### src/rtl/tetris_sound_sched.sv
// Single-channel Tetris sound scheduler: background note loop plus four prioritised effects.
// Build option: TETRIS_SFX_PREEMPT_EN lets a higher-priority pending effect abort the one playing.
module tetris_sound_sched #(
  parameter int unsigned SFX_TICKS  = 10000000,
  parameter int unsigned NOTE_TICKS = 25000000,
  parameter int unsigned GAP_TICKS  = 500000
) (
  input  logic        clk,
  input  logic        reset,
  input  logic        sound_en,
  input  logic [3:0]  req,
  output logic [31:0] period,
  output logic [31:0] width,
  output logic        pwm_en,
  output logic        busy,
  output logic [1:0]  active_id,
  output logic [7:0]  drop_count
);

  typedef enum logic [1:0] {
    ST_IDLE,
    ST_SFX,
    ST_GAP
  } state_t;

  localparam logic [31:0] SFX_LEN   = 32'(SFX_TICKS);
  localparam logic [31:0] GO_LEN    = 32'(2 * SFX_TICKS);
  localparam logic [31:0] GAP_LEN   = 32'(GAP_TICKS);
  localparam logic [31:0] NOTE_LAST = 32'(NOTE_TICKS - 1);

  function automatic logic [31:0] sfx_period(input logic [1:0] id);
    case (id)
      2'd0:    return 32'd454545;
      2'd1:    return 32'd113636;
      2'd2:    return 32'd75757;
      default: return 32'd606060;
    endcase
  endfunction

  function automatic logic [31:0] note_period(input logic [1:0] idx);
    case (idx)
      2'd0:    return 32'd151745;
      2'd1:    return 32'd202479;
      2'd2:    return 32'd191113;
      default: return 32'd170262;
    endcase
  endfunction

  state_t      state, state_n;
  logic [31:0] tmr, tmr_n;
  logic [1:0]  cur_id, cur_id_n;
  logic [3:0]  prev_req, pend, req_edge, grant;
  logic [31:0] note_timer;
  logic [1:0]  note_idx;
  logic        hi_valid, preempt, do_grant;
  logic [1:0]  hi_id;

  assign req_edge = req & ~prev_req;

  always_comb begin
    hi_valid = |pend;
    hi_id    = 2'd0;
    if (pend[3])      hi_id = 2'd3;
    else if (pend[2]) hi_id = 2'd2;
    else if (pend[1]) hi_id = 2'd1;
  end

`ifdef TETRIS_SFX_PREEMPT_EN
  assign preempt = hi_valid && (hi_id > cur_id);
`else
  assign preempt = 1'b0;
`endif

  always_comb begin
    state_n  = state;
    tmr_n    = tmr;
    cur_id_n = cur_id;
    do_grant = 1'b0;
    grant    = '0;
    if (!sound_en) begin
      state_n = ST_IDLE;
      tmr_n   = '0;
    end else begin
      case (state)
        ST_IDLE: if (hi_valid) do_grant = 1'b1;
        ST_SFX: begin
          if (preempt) begin
            do_grant = 1'b1;
          end else if (tmr == 32'd1) begin
            tmr_n   = GAP_LEN;
            state_n = ST_GAP;
          end else begin
            tmr_n = tmr - 32'd1;
          end
        end
        ST_GAP: begin
          if (tmr == 32'd1) begin
            if (hi_valid) do_grant = 1'b1;
            else          state_n  = ST_IDLE;
          end else begin
            tmr_n = tmr - 32'd1;
          end
        end
        default: state_n = ST_IDLE;
      endcase
      if (do_grant) begin
        grant    = 4'b0001 << hi_id;
        state_n  = ST_SFX;
        cur_id_n = hi_id;
        tmr_n    = (hi_id == 2'd3) ? GO_LEN : SFX_LEN;
      end
    end
  end

  always_ff @(posedge clk) begin
    if (reset) begin
      state  <= ST_IDLE;
      tmr    <= '0;
      cur_id <= '0;
    end else begin
      state  <= state_n;
      tmr    <= tmr_n;
      cur_id <= cur_id_n;
    end
  end

  // Set beats clear: a new edge on the granted id re-arms it for a later replay.
  always_ff @(posedge clk) begin
    if (reset) begin
      prev_req   <= '0;
      pend       <= '0;
      drop_count <= '0;
    end else begin
      prev_req <= req;
      if (!sound_en) begin
        pend <= '0;
      end else begin
        pend <= (pend & ~grant) | req_edge;
        if (|(req_edge & pend) && drop_count != 8'd255)
          drop_count <= drop_count + 8'd1;
      end
    end
  end

  always_ff @(posedge clk) begin
    if (reset || !sound_en) begin
      note_timer <= '0;
      note_idx   <= '0;
    end else if (note_timer == NOTE_LAST) begin
      note_timer <= '0;
      note_idx   <= note_idx + 2'd1;
    end else begin
      note_timer <= note_timer + 32'd1;
    end
  end

  always_ff @(posedge clk) begin
    if (reset) begin
      period    <= 32'd151745;
      pwm_en    <= 1'b0;
      busy      <= 1'b0;
      active_id <= '0;
    end else begin
      busy <= (state != ST_IDLE);
      case (state)
        ST_SFX: begin
          period    <= sfx_period(cur_id);
          pwm_en    <= 1'b1;
          active_id <= cur_id;
        end
        ST_GAP: begin
          pwm_en    <= 1'b0;
          active_id <= '0;
        end
        default: begin
          period    <= note_period(note_idx);
          pwm_en    <= sound_en;
          active_id <= '0;
        end
      endcase
    end
  end

  assign width = {1'b0, period[31:1]};

endmodule

### config.mk
export PLATFORM = sky130hd
export DESIGN_NAME = tetris_sound_sched
export DESIGN_NICKNAME = d
export VERILOG_FILES = /design/src/rtl/tetris_sound_sched.sv
export SDC_FILE = /design/constraint.sdc
export NUM_CORES = 1
export LEC_CHECK = 0
export ABC_CLOCK_PERIOD_IN_PS = 1900
export CELL_PAD_IN_SITES_DETAIL_PLACEMENT = 1
export CELL_PAD_IN_SITES_GLOBAL_PLACEMENT = 1
export CORE_UTILIZATION = 38
export CTS_BUF_LIST = sky130_fd_sc_hd__clkbuf_8
export DETAILED_ROUTE_END_ITERATION = 7
export PLACE_DENSITY_LB_ADDON = 0.05
export SETUP_SLACK_MARGIN = 0.3
export SYNTH_ARGS = -nofsm -noshare
export SYNTH_HDL_FRONTEND = slang
export SYNTH_SLANG_ARGS = --single-unit
### constraint.sdc
create_clock -name clk -period 1.9 [get_ports clk]
set_clock_uncertainty 0.1 [all_clocks]
set_input_delay 0.19 -clock clk [delete_from_list [all_inputs] [get_ports clk]]
set_output_delay 0.19 -clock clk [all_outputs]
set_load 0.02 [all_outputs]
==> impl_metrics.json <==
{
  "status": "complete, but fails checks",
  "failed_checks": "setup timing",
  "multiInputGateArea_um2": 3740,
  "netlist_area_um2": 5700,
  "grt_pass1_wl_um": 31200,
  "critical_path_peak_fanout": 3,
  "cts_tree": "done",
  "synth_warnings": 0,
  "clock_path_buffers": 2,
  "postLayoutCoreUtil": 0.585,
  "via_count": 5604,
  "stdcell_area_um2": 8540,
  "ant_nets": 0,
  "worstHoldPathType": "input pin to flop",
  "worstReg2RegStart": "tmr[16]",
  "hold_start": "req[1]",
  "yosysUniqueCellTypes": 70,
  "regArea_um2": 2230,
  "wl_met2_um": 9820,
  "yosysSeqAreaShare": 0.383,
  "nNetsFinal": 885,
  "critPathCaptureType": "flop",
  "layoutNonFillerInstCount": 1055,
  "placedCellCount": 1005,
  "start_kind": "flop",
  "tns_ns": -7.12,
  "finalHoldWorstSlack_ns": 0.259,
  "wl_per_cell_um": 18.4,
  "clock_latency_ns": 0.41,
  "max-vdd-ir-drop_mv": 0.462,
  "rsz0062_at_grt": "true",
  "start_util": 0.391,
  "cts_buffers": 9,
  "met1_length_um": 8400,
  "synth.ff_latch_count": 109,
  "drtIter0Drc": 193,
  "crit_start": "tmr[16]",
  "gp_congestion": 0.873,
  "drive_gt1_frac": 0.402,
  "grt_max_degree": 26,
  "core_area_um2": 14600,
  "fin_ws_ns": -0.212,
  "grt_pass1_vias": 6011,
  "clkSlewWorstSetupHoldPaths_ns": 0.12,
  "clock-root-buffer": "clkbuf_8",
  "antenna_found_initial": 0,
  "timing.fmax_mhz": 474,
  "async_flop_share": 0,
  "drv_cap": 0,
  "synth_edf_count": 0,
  "setup_viol_count_final": 71,
  "powerDensity_nw_per_um2": 670,
  "cellLeakagePower_nw": 3.53,
  "portBuffers": 57,
  "drc": 0,
  "dp_hpwl_um": 13200,
  "arrival_ns": 2.31,
  "dp_slack_ns": -0.344,
  "wl_met3_um": 768,
  "row_count": 44,
  "post-route-period-util": 1.11,
  "vias_per_cell": 5.31,
  "h-tree-depth": 3,
  "nFillCells": 1673,
  "hold_violations": 0,
  "crit_required_ns": 2.10,
  "firstDrtPassIters": 5,
  "clock_sinks": 109,
  "drt_wl_total_um": 19400,
  "fp.dieH_um": 124,
  "grt_usage": 0.252,
  "syn_to_final_growth_pct": 49.9,
  "die-area_um2": 15500,
  "avgSynthCellArea_um2": 8.40,
  "gr-total-overflow": 0,
  "drv_slew": 0,
  "num_io_pins": 83,
  "top_layer": "met4",
  "diodes": 0,
  "crit_type": "flop to flop",
  "placed_area_um2": 7320,
  "p_total_mw": 5.72,
  "final.min_clock_period_ns": 2.11,
  "die_w_um": 124,
  "synthCells": 678,
  "synthFlopType": "dfxtp_1"
}
-- worst paths after layout --
path / end / slack [ns] / depth (start not counted)
min: prev_req[1] / 0.26 / 2
min reg2reg: note_timer[0] / 0.39 / 1
max reg2reg: tmr[24] / -0.21 / 8
max: tmr[24] / -0.21 / 8
-- cell usage after synthesis, types with 9 or more instances --
master | n | area, um^2
a21oi_1 | 40 | 200
and3_1 | 16 | 100
buf_2 | 9 | 45.0
buf_4 | 45 | 338
clkbuf_1 | 15 | 56.3
dfxtp_1 | 109 | 2180
ha_1 | 12 | 150
inv_1 | 15 | 56.3
nand2_1 | 46 | 173
nand2b_1 | 11 | 68.8
nand3_1 | 32 | 160
nand4_1 | 16 | 100
nor2_1 | 101 | 379
nor3_1 | 24 | 120
o21ai_0 | 12 | 60.1
or3_1 | 11 | 68.8
xnor2_1 | 14 | 123
xor2_1 | 32 | 280
-- logic make-up (layout without fill, tap and decap cells) --
| family | after synthesis | in the layout | share of synthesized area |
|---|---|---|---|
| buffers and inverters | 91 | 260 | 0.0944 |
| flip-flops | 109 | 109 | 0.383 |
| other | 1 | 25 | 0.000658 |
| AND/OR/NAND/NOR | 311 | 311 | 0.292 |
| AO/OA/AOI/OAI | 100 | 100 | 0.119 |
| XOR/XNOR | 46 | 46 | 0.0707 |
| adder cells (fa/ha/maj) | 12 | 12 | 0.0263 |
| multiplexers | 8 | 8 | 0.0141 |
-- final cells by class --
cell class                      instances  area share
Clock inverter                          7     0.00791
Sequential cell                       109       0.261
Multi-Input combinational cell        502       0.439
Tap cell                              184      0.0270
Inverter                               16     0.00762
Clock buffer                            9      0.0145
Timing Repair Buffer                  228       0.243
-- routing by layer --
| metal | up-vias | track usage |
|---|---|---|
| li1 | 2673 | - |
| met1 | 2750 | 0.302 |
| met2 | 148 | 0.447 |
| met3 | 33 | 0.0481 |
| met4 | 0 | 0.0886 |
| met5 | - | 0 |
-- power by group --
group	internal, mW	switching, mW	leakage (nW)
Sequential	2.35	0.0627	0.899
Clock	0.513	0.937	0.101
Combinational	0.900	0.961	2.53
-- sequential cells by signal, indices dropped and copies added (netlist names) --
signal,count
active_id,2
busy,1
cur_id,2
drop_count,8
note_idx,2
note_timer,32
pend,4
period,19
prev_req,4
pwm_en,1
state,2
tmr,32
-- layout by cell type (no fill, tap or decap), types with 16 or more instances in the layout --
cell	n
a21oi_1	28
buf_4	132
buf_6	26
conb_1	25
dfxtp_1	81
dfxtp_2	22
dlygate4sd2_1	51
nand2_1	38
nand3_1	23
nand4_1	16
nor2_1	67
nor2_2	22
nor2_4	16
nor3_1	19
xor2_1	32
-- timing repair --
action,in CTS,in global routing
hold endpoints to repair,0,0
resized for setup,175,56
endpoints found under the setup margin,145,92
cloned,4,0
hold buffers,0,0
setup buffers,24,6
pin swaps,52,18
-- worst max-delay path: stages, from the launching register on --
cell	delay, ns
dfxtp_2	0.35
nor4_4	0.38
nand4_2	0.22
buf_6	0.18
nor3_2	0.28
buf_4	0.18
nor4_1	0.05
o21ai_1	0.17
a21oi_1	0.10
(Power assumes the default switching activity.)
